### src/rtl/xgriscv_retire_monitor_if.sv
// Retire-stream and trace-readout bundle between the xgriscv writeback stage and its monitor.
// The master drives retirements and trace pops, and the slave returns the trace readout.
interface xgriscv_retire_monitor_if #(
   parameter int ADDR_W      = 32,
   parameter int TRACE_DEPTH = 8
) ();
   logic                         retire_valid;
   logic [ADDR_W-1:0]            retire_pc;
   logic                         trace_rd_en;
   logic [ADDR_W-1:0]            trace_rd_data;
   logic                         trace_rd_valid;
   logic [$clog2(TRACE_DEPTH):0] trace_count;

   modport master (
      output retire_valid, retire_pc, trace_rd_en,
      input  trace_rd_data, trace_rd_valid, trace_count
   );

   modport slave (
      input  retire_valid, retire_pc, trace_rd_en,
      output trace_rd_data, trace_rd_valid, trace_count
   );
endinterface

### src/rtl/xgriscv_retire_monitor.sv
// Retire-end observer for xgriscv_pipeline: done on END_PC retire, watchdog timeout, cycle/retire counts.
// Define RETIRE_TRACE_EN to keep a circular history of the last TRACE_DEPTH retired PCs.
module xgriscv_retire_monitor #(
   parameter int                ADDR_W      = 32,
   parameter logic [ADDR_W-1:0] END_PC      = 'h80000078,
   parameter int                WDOG_CYCLES = 1024,
   parameter int                CNT_W       = 32,
   parameter int                TRACE_DEPTH = 8
) (
   input  logic                       clk,
   input  logic                       rstn,
   xgriscv_retire_monitor_if.slave    ret_if,
   output logic                       done,
   output logic                       timeout,
   output logic [CNT_W-1:0]           cycle_cnt,
   output logic [CNT_W-1:0]           retire_cnt
);
   localparam int WD_W = $clog2(WDOG_CYCLES);
   localparam int TC_W = $clog2(TRACE_DEPTH) + 1;
   localparam logic [WD_W-1:0] WDOG_LAST = WD_W'(WDOG_CYCLES - 1);

   typedef enum logic [1:0] {S_IDLE, S_RUN, S_DONE, S_TIMEOUT} state_e;

   state_e            state_q, state_d;
   logic [WD_W-1:0]   wdog_q, wdog_d;
   logic [CNT_W-1:0]  cyc_q, cyc_d;
   logic [CNT_W-1:0]  ret_q, ret_d;
   logic              done_q, timeout_q;
   logic              capture;

   // NOTE: every always_comb output gets a default first so no path leaves it unassigned (no latch).
   always_comb begin
      state_d = state_q;
      wdog_d  = wdog_q;
      cyc_d   = cyc_q;
      ret_d   = ret_q;
      capture = 1'b0;
      if (state_q == S_IDLE || state_q == S_RUN) begin
         capture = ret_if.retire_valid;
         if (cyc_q != '1) cyc_d = cyc_q + 1'b1;
         if (ret_if.retire_valid) begin
            // A retire on the expiry cycle still counts as progress and beats the watchdog.
            if (ret_q != '1) ret_d = ret_q + 1'b1;
            wdog_d  = '0;
            state_d = (ret_if.retire_pc == END_PC) ? S_DONE : S_RUN;
         end else if (wdog_q == WDOG_LAST) begin
            state_d = S_TIMEOUT;
         end else begin
            wdog_d = wdog_q + 1'b1;
         end
      end
   end

   // NOTE: sequential state uses non-blocking assignments so all flops update from pre-edge values.
   always_ff @(posedge clk or posedge rstn) begin
      if (rstn) begin
         state_q   <= S_IDLE;
         wdog_q    <= '0;
         cyc_q     <= '0;
         ret_q     <= '0;
         done_q    <= 1'b0;
         timeout_q <= 1'b0;
      end else begin
         state_q   <= state_d;
         wdog_q    <= wdog_d;
         cyc_q     <= cyc_d;
         ret_q     <= ret_d;
         done_q    <= (state_d == S_DONE);
         timeout_q <= (state_d == S_TIMEOUT);
      end
   end

   assign done       = done_q;
   assign timeout    = timeout_q;
   assign cycle_cnt  = cyc_q;
   assign retire_cnt = ret_q;

`ifdef RETIRE_TRACE_EN
   localparam int PTR_W = $clog2(TRACE_DEPTH);

   logic [ADDR_W-1:0] trace_mem_q [TRACE_DEPTH];
   logic [PTR_W-1:0]  wr_ptr_q, wr_ptr_d;
   logic [PTR_W-1:0]  rd_ptr_q, rd_ptr_d;
   logic [TC_W-1:0]   cnt_q, cnt_d;
   logic [ADDR_W-1:0] rd_data_q, rd_data_d;
   logic              rd_valid_q, rd_valid_d;
   logic              full, pop, ovw;

   // A write into a full buffer drops the oldest entry, so the read pointer also advances past it.
   always_comb begin
      full       = (cnt_q == TC_W'(TRACE_DEPTH));
      pop        = ret_if.trace_rd_en && (cnt_q != '0);
      ovw        = capture && full;
      wr_ptr_d   = capture ? wr_ptr_q + 1'b1 : wr_ptr_q;
      rd_ptr_d   = rd_ptr_q + PTR_W'(pop) + PTR_W'(ovw);
      cnt_d      = cnt_q + TC_W'(capture) - TC_W'(pop) - TC_W'(ovw);
      rd_valid_d = pop;
      rd_data_d  = pop ? trace_mem_q[rd_ptr_q] : rd_data_q;
   end

   // NOTE: the history array is not reset; the pointers and count alone define which entries are valid.
   always_ff @(posedge clk) begin
      if (capture) trace_mem_q[wr_ptr_q] <= ret_if.retire_pc;
   end

   always_ff @(posedge clk or posedge rstn) begin
      if (rstn) begin
         wr_ptr_q   <= '0;
         rd_ptr_q   <= '0;
         cnt_q      <= '0;
         rd_data_q  <= '0;
         rd_valid_q <= 1'b0;
      end else begin
         wr_ptr_q   <= wr_ptr_d;
         rd_ptr_q   <= rd_ptr_d;
         cnt_q      <= cnt_d;
         rd_data_q  <= rd_data_d;
         rd_valid_q <= rd_valid_d;
      end
   end

   assign ret_if.trace_rd_data  = rd_data_q;
   assign ret_if.trace_rd_valid = rd_valid_q;
   assign ret_if.trace_count    = cnt_q;
`else
   assign ret_if.trace_rd_data  = '0;
   assign ret_if.trace_rd_valid = 1'b0;
   assign ret_if.trace_count    = {TC_W{1'b0}};
`endif
endmodule

### src/flat_wrapper.sv
// flat-port wrapper written by rule: the top's interface ports become plain ports
module xgriscv_retire_monitor_flat 
#(
   parameter int                ADDR_W      = 32,
   parameter logic [ADDR_W-1:0] END_PC      = 'h80000078,
   parameter int                WDOG_CYCLES = 1024,
   parameter int                CNT_W       = 32,
   parameter int                TRACE_DEPTH = 8
)
  (clk, rstn, done, timeout, cycle_cnt, retire_cnt, ret_if_retire_valid, ret_if_retire_pc, ret_if_trace_rd_en, ret_if_trace_rd_data, ret_if_trace_rd_valid, ret_if_trace_count);
  xgriscv_retire_monitor_if #(.ADDR_W(ADDR_W), .TRACE_DEPTH(TRACE_DEPTH)) ret_if_i ();
  input  logic clk;
  input  logic rstn;
  output logic done;
  output logic timeout;
  output logic [CNT_W-1:0] cycle_cnt;
  output logic [CNT_W-1:0] retire_cnt;
  input wire logic [$bits(ret_if_i.retire_valid)-1:0] ret_if_retire_valid;
  input wire logic [$bits(ret_if_i.retire_pc)-1:0] ret_if_retire_pc;
  input wire logic [$bits(ret_if_i.trace_rd_en)-1:0] ret_if_trace_rd_en;
  output wire logic [$bits(ret_if_i.trace_rd_data)-1:0] ret_if_trace_rd_data;
  output wire logic [$bits(ret_if_i.trace_rd_valid)-1:0] ret_if_trace_rd_valid;
  output wire logic [$bits(ret_if_i.trace_count)-1:0] ret_if_trace_count;
  assign ret_if_i.retire_valid = ret_if_retire_valid;
  assign ret_if_i.retire_pc = ret_if_retire_pc;
  assign ret_if_i.trace_rd_en = ret_if_trace_rd_en;
  assign ret_if_trace_rd_data = ret_if_i.trace_rd_data;
  assign ret_if_trace_rd_valid = ret_if_i.trace_rd_valid;
  assign ret_if_trace_count = ret_if_i.trace_count;
  xgriscv_retire_monitor #(.ADDR_W(ADDR_W), .END_PC(END_PC), .WDOG_CYCLES(WDOG_CYCLES), .CNT_W(CNT_W), .TRACE_DEPTH(TRACE_DEPTH)) u_core (.clk(clk), .rstn(rstn), .ret_if(ret_if_i), .done(done), .timeout(timeout), .cycle_cnt(cycle_cnt), .retire_cnt(retire_cnt));
endmodule
### config.mk
export PLATFORM = sky130hd
export DESIGN_NAME = xgriscv_retire_monitor_flat
export DESIGN_NICKNAME = d
export VERILOG_FILES = /design/src/rtl/xgriscv_retire_monitor_if.sv /design/src/rtl/xgriscv_retire_monitor.sv /design/src/flat_wrapper.sv
export SDC_FILE = /design/constraint.sdc
export NUM_CORES = 1
export LEC_CHECK = 0
export BUFFER_PORTS_ARGS = -buffer_cell sky130_fd_sc_hd__buf_2
export CAP_MARGIN = 10
export CORE_MARGIN = 8
export CORE_UTILIZATION = 55
export DETAILED_ROUTE_END_ITERATION = 6
export GPL_TIMING_DRIVEN = 0
export PLACE_DENSITY_LB_ADDON = 0.15
export SYNTH_ARGS = -nofsm -noshare
export SYNTH_HDL_FRONTEND = slang
export SYNTH_SLANG_ARGS = --single-unit
### constraint.sdc
create_clock -name clk -period 4.6 [get_ports clk]
set_clock_uncertainty 0.15 [all_clocks]
set_input_delay 0.23 -clock clk [delete_from_list [all_inputs] [get_ports clk]]
set_output_delay 0.23 -clock clk [all_outputs]
set_load 0.02 [all_outputs]
==> results of run 1 <==
-- final cells by class --
| type | count | area (sq um) | share of cell area (%) |
|---|---|---|---|
| Buffer | 43 | 320 | 6.13 |
| Tap cell | 102 | 128 | 2.44 |
| Sequential cell | 78 | 1950 | 37.4 |
| Timing Repair Buffer | 102 | 538 | 10.3 |
| Clock inverter | 6 | 86.3 | 1.65 |
| Inverter | 8 | 32.5 | 0.623 |
| Multi-Input combinational cell | 316 | 2040 | 39.0 |
| Clock buffer | 10 | 128 | 2.44 |
-- cell usage in the layout (no fill, tap or decap), drive strengths merged, types with 3 or more instances in the layout --
cell type,Yosys,routed
buf,42,143
dfrtp,78,78
xnor2,49,49
conb,1,37
nand3,35,35
nand4,32,32
nand2,31,31
nor2,18,18
and3,14,14
nor3,13,13
nor4,13,13
xor2,12,12
o21ai,11,11
clkbuf,1,11
inv,8,8
and4,6,6
nor4b,5,5
o31ai,4,4
a21oi,4,4
a31oi,4,4
nor2b,3,3
and2,3,3
ha,3,3
clkinv,0,3
-- how the worst min path moves through the flow --
| stage | start | end | slack [ns] | cells past startpoint |
|---|---|---|---|---|
| floorplan | ret_if_retire_valid | u_core.wdog_q[8]$_DFFE_PP0P_ | 0.33 | 2 |
| global placement | u_core.cycle_cnt[14]$_DFFE_PP0P_ | u_core.cycle_cnt[14]$_DFFE_PP0P_ | 0.33 | 1 |
| detailed placement | rstn | u_core.retire_cnt[4]$_DFFE_PP0P_ | 0.04 | 2 |
| CTS | ret_if_retire_pc[23] | u_core.state_q[0]$_DFF_PP0_ | 0.11 | 5 |
| global route | ret_if_retire_pc[20] | u_core.state_q[0]$_DFF_PP0_ | 0.16 | 5 |
| finish | ret_if_retire_pc[23] | u_core.state_q[0]$_DFF_PP0_ | 0.12 | 5 |
-- kinds of logic (layout without fill, tap and decap cells) --
group,Yosys count,in the layout,share of synthesized area (%)
mux,1,1,0.268
fa+ha+maj,3,3,0.892
flops,78,78,46.4
buf+inv,51,169,8.33
simple gates,182,182,25.2
other cells,1,37,0.0891
xor+xnor,61,61,12.7
compound gates,32,32,6.13
-- power by group through the flow --
stage,sequential [uW],combinational (uW),clock (uW)
final,831,372,555
after global routing,845,406,596
after CTS,832,375,565
after detailed placement,844,373,0
after global placement,841,360,0
after floorplan,898,193,0
-- per-stage QoR --
step                total power [uW]  setup WS (ns)  util (%)
floorplan                       1090           2.22         -
global placement                1200           1.35      65.7
detailed placement              1220           2.33      66.1
CTS                             1770           2.33      69.0
global route                    1850           2.21      69.0
finish                          1760           2.35      69.0
-- sequential cells by signal, indices dropped and copies added, names as in the netlist --
name,count
u_core.state_q,2
u_core.done,1
u_core.cycle_cnt,32
u_core.wdog_q,10
u_core.timeout,1
u_core.retire_cnt,32
-- tightest hold or removal path, delay by kind of cell --
kind,cells,cell delay (ns)
buf+inv,1,0.07
compound gates,2,0.17
simple gates,2,0.10
-- layer usage --
metal	vias to the layer above	track usage [%]	routed length, um
li1	1697	-	-
met1	1677	24.0	4210
met5	-	0	0
met2	143	29.7	4690
met4	0	5.78	148
met3	14	6.83	905
-- repair_timing --
| item | 4_1_cts | 5_1_grt |
|---|---|---|
| buffers inserted | 0 | 0 |
| hold buffers | 1 | 0 |
| resized for setup | 0 | 0 |
| hold endpoints to repair | 17 | 0 |
==> flow_summary_export.csv, run 1 <==
group,metric,value,unit
power_and_ir_drop,power.static_leakage,0.00256,uW
power_and_ir_drop,seq_power_share,47.3,%
setup_path,cpMostUsedCell,"nand3_1",
setup_path,cp_slowest_stage_delay,0.41,ns
clock_tree,cts_tree,"yes",
cells_and_area,stdcell_area,5220,sq um
run_status,status,"finished clean",
setup_path,critPathBufInv,1,
setup_path,required,4.68,ns
floorplanning,start_util,55.6,%
logic_synthesis,yosys.cell_count.top_type,"dfrtp_1",
global_route,grt_overflow,0,
global_route,grt_max_degree,62,
floorplanning,die_w,103,um
placed_design,dpl-instance-area,5000,sq um
timing,max_freq,444,MHz
global_route,grt_pass1_wl,16.1,mm
timing,maxSlewViolCount,0,
cells_and_area,areaGrowthSynthToFinish,24.2,%
power_and_ir_drop,p_per_area,337,nW/um^2
routing,post_drt_wl_per_cell,15.0,um
setup_path,crit_chain,"ha_1 > nand3_1 > and4bb_1 > a21oi_2 > buf_4 > nand3_1 > xnor2_1",
logic_synthesis,ys_ff_latch,78,
logic_synthesis,synth-async-reset-ratio,100,%
setup_path,start_kind,"flop",
setup_path,r2r_end,"u_core.cycle_cnt[15]$_DFFE_PP0P_",
flow_run,maxCapViolCount,0,
logic_synthesis,postSynthCellCount,409,
logic_synthesis,synth_ff_type,"dfrtp_1",
routing,totalWireLength,9.95,mm
floorplanning,ioPinCount,139,
setup_path,reg2reg_slack,2.35,ns
setup_path,path_depth,7,
power_and_ir_drop,p_int,1200,uW
global_route,grt_antenna_before_repair,0,
timing,hold_ws,0.122,ns
timing,final.setup.tns,0,ns
clock_tree,cts-htree-levels,3,
placed_design,routabilityCongestion,0.829,
setup_path,crit_start,"u_core.cycle_cnt[0]$_DFFE_PP0P_",
cells_and_area,nFillCells,577,
power_and_ir_drop,swShare,31.6,%
setup_path,setup.worst_path.end,"u_core.cycle_cnt[15]$_DFFE_PP0P_",
cells_and_area,fin_cells,665,
placed_design,hpwl,7.81,mm
placed_design,place_inst,648,
logic_synthesis,yosysTopAreaCell,"dfrtp_1",
floorplanning,dieArea,10700,sq um
cells_and_area,drive_above_1_share,30.6,%
logic_synthesis,synthTopCellsByCount,"78 x dfrtp_1, 49 x xnor2_1, 40 x buf_4",
setup_path,rr_startpoint,"u_core.cycle_cnt[0]$_DFFE_PP0P_",
logic_synthesis,ys_warn_count,0,
routing,route.detailed.drc,0,
routing,num_vias,3531,
setup_path,crit_path_end_kind,"flop",
timing,fin_crit_sh,49.0,%
power_and_ir_drop,peakVddDrop,251,uV
routing,firstDrtPassIters,4,
timing,setup_viol,0,
floorplanning,die_h,103,um
timing,hold_viol,0,
global_route,grt_use_total,19.0,%
routing,via_per_inst,5.31,
setup_path,critical_path.top_delay_family,"simple AND/OR/NAND/NOR gates",
power_and_ir_drop,netSwitchingPower,556,uW
cells_and_area,antenna_cells,0,
logic_synthesis,syn_area_per_cell,10.3,sq um
logic_synthesis,synth_edf_count,0,
timing,fin_crit,2.25,ns
setup_path,criticalPathCategory,"reg -> reg",
clock_tree,cts_buffers,9,
cells_and_area,layout.nets,597,
floorplanning,rows,32,
power_and_ir_drop,pwr-share-comb,21.1,%
clock_tree,clk_pin_slew,0.08,ns
clock_tree,clock_sinks,78,
timing,rsz0062_at_grt,"no",
power_and_ir_drop,power.share.clock,31.6,%
routing,ant_nets,0,
logic_synthesis,netlist_area,4210,sq um
routing,drt_iter0_markers,145,
timing,relSlewSlack,60.0,%
timing,worst_slew_pin_slew,0.595,ns
floorplanning,core_region_area,7570,sq um
setup_path,r2r_cells,7,
clock_tree,cts_buffer_depth,2,
placed_design,port_buffers,100,
global_route,grt_pass1_vias,3459,
setup_path,critPathSlowestCell,"dfrtp_1",
worst_hold_path,min_path_type,"in -> reg",
clock_tree,cts-root-buf,"clkbuf_8",
setup_path,cp.arrival,2.33,ns
logic_synthesis,yosysSeqAreaShare,46.4,%
setup_path,path_max_fanout,10,
logic_synthesis,synth_area_leaders,"dfrtp_1 46%, xnor2_1 10%, buf_4 7.1%, nand4_1 4.5%, nand3_1 4.2%",
logic_synthesis,yosysTopAreaCellShare,46.4,%
clock_tree,clk_latency,0.34,ns
logic_synthesis,yosysUniqueCellTypes,47,
(Power assumes the default switching activity.)
==> run 2: changes to the inputs <==
- CORE_UTILIZATION: 55 -> 46
- clock period: 4.6 -> 2 ns (I/O delays scaled with it)
==> run 2 against run 1 <==
  * Combinational power grew to 3.1 times the previous value
  * Sequential share of layout area decreased by 2.0 points
  * Setup slack lost 2.3 ns
  * Clock power grew 91%
==> flow_summary_export.csv, run 2 (same netlist as run 1, synthesis figures left out) <==
group,metric,value,unit
run_status,status,"finished clean",
cells_and_area,seq_area,1970,sq um
cells_and_area,layout.nets,624,
timing,setup_viol,0,
routing,firstDrtPassIters,4,
placed_design,port_buffers,100,
timing,worst_slew_pin_slew,0.816,ns
cells_and_area,nFillCells,773,
timing,rsz0062_at_grt,"yes",
floorplanning,rows,35,
cells_and_area,fin_cells,701,
floorplanning,core_region_area,9060,sq um
routing,post_drt_wl_per_cell,15.0,um
global_route,grt_max_degree,42,
routing,route.detailed.drc,0,
clock_tree,cts_tree,"yes",
placed_design,routabilityCongestion,0.852,
setup_path,critPathSlowestCell,"dfrtp_2",
global_route,met3_usage,6.22,%
cells_and_area,antenna_cells,0,
power_and_ir_drop,peakVddDrop,368,uV
setup_path,crit_path_end_kind,"flop",
timing,maxSlewViolCount,0,
worst_hold_path,min_path_type,"in -> reg",
global_route,grt_antenna_before_repair,0,
setup_path,rr_startpoint,"u_core.retire_cnt[0]$_DFFE_PP0P_",
routing,via_per_inst,5.15,
global_route,use_met1,20.3,%
placed_design,dpl-instance-area,5060,sq um
setup_path,start_kind,"flop",
cells_and_area,final_common_cell,"buf_2",
clock_tree,clk_pin_slew,0.09,ns
floorplanning,dieArea,12500,sq um
worst_hold_path,holdCritStartpoint,"ret_if_retire_pc[7]",
cells_and_area,multi_input_area,2200,sq um
global_route,grt_pass1_wl,17.4,mm
placed_design,hpwl,7.78,mm
setup_path,crit_start,"u_core.retire_cnt[0]$_DFFE_PP0P_",
cells_and_area,drive_above_1_share,40.3,%
global_route,grt_use_total,16.6,%
routing,totalWireLength,10.5,mm
setup_path,crit_chain,"ha_4 > nand3_4 > nor4_4 > a31o_2 > buf_6 > or3_1 > xnor2_1",
routing,ant_nets,0,
cells_and_area,areaGrowthSynthToFinish,32.7,%
global_route,use_met2,26.9,%
routing,num_vias,3609,
placed_design,place_inst,657,
floorplanning,start_util,46.4,%
clock_tree,clock_sinks,78,
clock_tree,cts-htree-levels,3,
routing,drt_iter0_markers,185,
timing,fin_crit_sh,97.6,%
timing,relSlewSlack,45.5,%
power_and_ir_drop,p_per_area,744,nW/um^2
setup_path,required,2.08,ns
setup_path,path_max_fanout,8,
clock_tree,clk_latency,0.34,ns
power_and_ir_drop,power.static_leakage,0.00268,uW
flow_run,maxCapViolCount,0,
floorplanning,ioPinCount,139,
setup_path,critPathBufInv,1,
timing,max_freq,513,MHz
global_route,grt_pass1_vias,3638,
clock_tree,cts_buffers,9,
setup_path,cp_slowest_stage_delay,0.44,ns
clock_tree,cts_buffer_depth,2,
setup_path,criticalPathCategory,"reg -> reg",
setup_path,cp.arrival,2.03,ns
timing,hold_viol,0,
cells_and_area,mostFrequentLayoutCells,"100 x buf_2, 67 x buf_4, 62 x dfrtp_1, 49 x xnor2_1, 37 x conb_1",
cells_and_area,stdcell_area,5580,sq um
floorplanning,die_h,112,um
timing,fin_crit,1.95,ns
global_route,grt_overflow,0,
clock_tree,cts-root-buf,"clkbuf_8",
global_route,top_usage_layer,"met2",
floorplanning,die_w,112,um
setup_path,critical_path.top_delay_family,"simple AND/OR/NAND/NOR gates",
run 2: tightest hold or removal path, cell delays in order:
cell and delay, ns:
buf_2 0.07, nor4bb_1 0.03, nand4_1 0.07, o21ai_0 0.09
o21ai_0 0.08
run 2: routing by layer:
metal | wire (um) | up-vias | part of all wire (%)
met4 | 130 | 0 | 1.2
li1 | - | 1752 | -
met1 | 4630 | 1706 | 44
met3 | 852 | 12 | 8.1
met2 | 4890 | 139 | 47
met5 | 0 | - | 0
run 2: worst paths after layout:
path | end | slack, ns | depth (start not counted)
max | u_core.retire_cnt[14]$_DFFE_PP0P_ | 0.05 | 7
min | u_core.state_q[0]$_DFF_PP0_ | 0.01 | 5
max reg2reg | u_core.retire_cnt[14]$_DFFE_PP0P_ | 0.05 | 7
min reg2reg | u_core.retire_cnt[20]$_DFFE_PP0P_ | 0.35 | 1
max in group asynchronous | u_core.state_q[1]$_DFF_PP0_ | 0.72 | 4
min in group asynchronous | u_core.retire_cnt[5]$_DFFE_PP0P_ | 0.31 | 3
run 2: stage by stage:
stage                     power (uW)  util [%]  TNS, ns  hold slack [ns]  worst slack (ns)
after floorplan                 2570         -        0            0.170           0.00372
after global placement          2840      55.6    -1.05            0.329            -0.109
after detailed placement        2880      55.8    -1.63            0.148            -0.123
after CTS                       4030      58.7        0          0.00813           0.00143
after global routing            4380      61.6  -0.0974           0.0575           -0.0493
final                           4150      61.6        0           0.0139            0.0488
run 2: layout make-up:
type                            instances  share of cell area [%]
Inverter                                8                   0.605
Clock inverter                          5                   0.605
Clock buffer                           11                    2.53
Sequential cell                        78                    35.3
Buffer                                 43                    5.87
Timing Repair Buffer                  129                    13.1
Multi-Input combinational cell        316                    39.4
Tap cell                              111                    2.49
run 2: report_power, final:
| group | internal (uW) | total [uW] | leakage [uW] | switching, uW |
|---|---|---|---|---|
| Clock | 486 | 1060 | 0.0000857 | 578 |
| Sequential | 1750 | 1940 | 0.00102 | 189 |
| Combinational | 531 | 1160 | 0.00157 | 625 |
run 2: repair_timing:
item | 4_1_cts | 5_1_grt
pin swaps | 4 | 18
hold buffers | 1 | 0
hold endpoints to repair | 37 | 0
setup buffers | 8 | 19
setup endpoints to repair | 39 | 58
gates resized for setup | 5 | 38
==> run 3: changes to the inputs <==
--- a/constraint.sdc
+++ b/constraint.sdc
@@ -4,2 +4,2 @@
 set_output_delay 0.1 -clock clk [all_outputs]
-set_load 0.02 [all_outputs]
+set_load 0.01 [all_outputs]
==> run 3 against run 2 <==
  * The flow now finishes with violations (negative hold slack)
  * Largest cell class unchanged
  * Largest power group unchanged
  * Critical path type unchanged
  * Critical endpoint is now u_core.cycle_cnt[23]$_DFFE_PP0P_
  * Worst hold slack got worse by 0.021 ns
  * Final cell count shrank 2.1%
  * Cell area shrank 0.85%
  * Die area did not move
==> flow_summary_export.csv, run 3 (same netlist as run 1, synthesis figures left out) <==
group,metric,value,unit
routing,post_drt_wl_per_cell,14.9,um
run_status,violations,"negative hold slack",
routing,drt_iter0_markers,138,
floorplanning,die_w,112,um
placed_design,place_inst,658,
global_route,grt_antenna_before_repair,0,
timing,rsz0062_at_grt,"yes",
global_route,grt_pass1_wl,17.0,mm
routing,totalWireLength,10.2,mm
timing,relSlewSlack,60.1,%
routing,num_vias,3504,
floorplanning,dieArea,12500,sq um
floorplanning,core_region_area,9060,sq um
clock_tree,cts-root-buf,"clkbuf_8",
clock_tree,clk_pin_slew,0.08,ns
clock_tree,cts_buffers,9,
cells_and_area,areaGrowthSynthToFinish,31.6,%
global_route,grt_overflow,0,
floorplanning,die_h,112,um
setup_path,required,2.08,ns
timing,fin_crit,1.98,ns
routing,ant_nets,0,
placed_design,routabilityCongestion,0.849,
clock_tree,clock_sinks,78,
routing,via_per_inst,5.11,
timing,hold_ws,-0.00671,ns
timing,final.setup.tns,0,ns
global_route,grt_use_total,16.2,%
clock_tree,cts_tree,"yes",
timing,max_freq,506,MHz
power_and_ir_drop,p_per_area,769,nW/um^2
clock_tree,clk_latency,0.34,ns
placed_design,port_buffers,100,
timing,hold_viol,1,
global_route,grt_max_degree,38,
flow_run,maxCapViolCount,0,
floorplanning,start_util,46.4,%
cells_and_area,nFillCells,785,
cells_and_area,final_common_cell,"buf_2",
cells_and_area,layout.nets,610,
placed_design,hpwl,7.65,mm
setup_path,cp.arrival,2.06,ns
clock_tree,cts_buffer_depth,2,
cells_and_area,drive_above_1_share,38.1,%
setup_path,start_kind,"flop",
setup_path,path_max_fanout,6,
cells_and_area,fin_cells,686,
timing,maxSlewViolCount,0,
routing,firstDrtPassIters,4,
worst_hold_path,min_path_type,"in -> reg",
global_route,grt_pass1_vias,3558,
timing,setup_viol,0,
cells_and_area,mostFrequentLayoutCells,"100 x buf_2, 64 x dfrtp_1, 53 x buf_4, 49 x xnor2_1, 37 x conb_1",
setup_path,criticalPathCategory,"reg -> reg",
power_and_ir_drop,power.static_leakage,0.00264,uW
routing,route.detailed.drc,0,
clock_tree,cts-htree-levels,3,
floorplanning,rows,35,
power_and_ir_drop,p_total,4260,uW
cells_and_area,antenna_cells,0,
power_and_ir_drop,peakVddDrop,456,uV
cells_and_area,final_util,61.0,%
floorplanning,ioPinCount,139,
timing,fin_crit_sh,98.8,%
run_status,status,"finished with violations",
timing,worst_slew_pin_slew,0.594,ns
setup_path,crit_path_end_kind,"flop",
==> run 3: cell count changes in the layout (fill, tap and decap cells not counted), sizes merged <==
cell	delta
inv	-1
clkinv	-1
clkinvlp	-2
bufinv	+3
buf	-14
==> run 3: worst max-delay path, cell delays in order, from the launching register on <==
cell and delay (ns):
dfrtp_1 0.42, ha_4 0.19, nand3_4 0.09, and4bb_4 0.22, a2111oi_4 0.33, buf_4 0.20
nand4_1 0.12, xnor2_1 0.14
==> run 3: path summary, 6_finish.rpt <==
| kind | start | endpoint | slack, ns | cells after the start |
|---|---|---|---|---|
| max in group asynchronous | rstn | u_core.cycle_cnt[11]$_DFFE_PP0P_ | 0.80 | 5 |
| worst min-delay path | ret_if_retire_pc[22] | u_core.state_q[0]$_DFF_PP0_ | -0.007 | 5 |
| worst max-delay path | u_core.cycle_cnt[0]$_DFFE_PP0P_ | u_core.cycle_cnt[23]$_DFFE_PP0P_ | 0.02 | 7 |
| worst max register to register | u_core.cycle_cnt[0]$_DFFE_PP0P_ | u_core.cycle_cnt[23]$_DFFE_PP0P_ | 0.02 | 7 |
| min in group asynchronous | rstn | u_core.retire_cnt[27]$_DFFE_PP0P_ | 0.19 | 3 |
| worst min register to register | u_core.retire_cnt[31]$_DFFE_PP0P_ | u_core.retire_cnt[31]$_DFFE_PP0P_ | 0.34 | 1 |
==> run 3: what timing repair did <==
action	4_1_cts	5_1_grt
hold buffers	1	0
endpoints found under the setup margin	47	57
gates resized for setup	8	32
pin swaps	6	8
endpoints found under the hold margin	41	0
buffers inserted	8	5
==> run 3: metrics by stage <==
stage	cell area, sq um	setup slack, ns
floorplan	4370	0.00828
global placement	5010	-0.144
detailed placement	5050	-0.167
CTS	5400	0.00535
global route	5530	-0.0507
finish	5530	0.0238
==> run 3: report_power, final <==
group / switching (uW) / total (uW) / internal [uW]
Sequential: 197 / 1940 / 1740
Combinational: 458 / 902 / 444
Clock: 559 / 1410 / 856
==> run 3: cell type report <==
type	count	area [sq um]	share of cell area [%]
multi-input cells	316	2180	39.5
clock buffers	11	141	2.55
plain buffers	42	317	5.72
well taps	111	139	2.51
clock inverters	4	95.1	1.72
flip-flops and latches	78	1970	35.6
inverters	8	33.8	0.610
repair buffers	116	656	11.8
==> run 3: routing by layer <==
| metal | vias up | GRT usage (%) | share of wire, % | wire length, um |
|---|---|---|---|---|
| li1 | 1726 | - | - | - |
| met1 | 1660 | 19.9 | 45 | 4580 |
| met2 | 111 | 25.3 | 46 | 4740 |
| met3 | 7 | 6.98 | 8.2 | 838 |
| met4 | 0 | 4.28 | 0.52 | 53 |
| met5 | - | 0 | 0 | 0 |
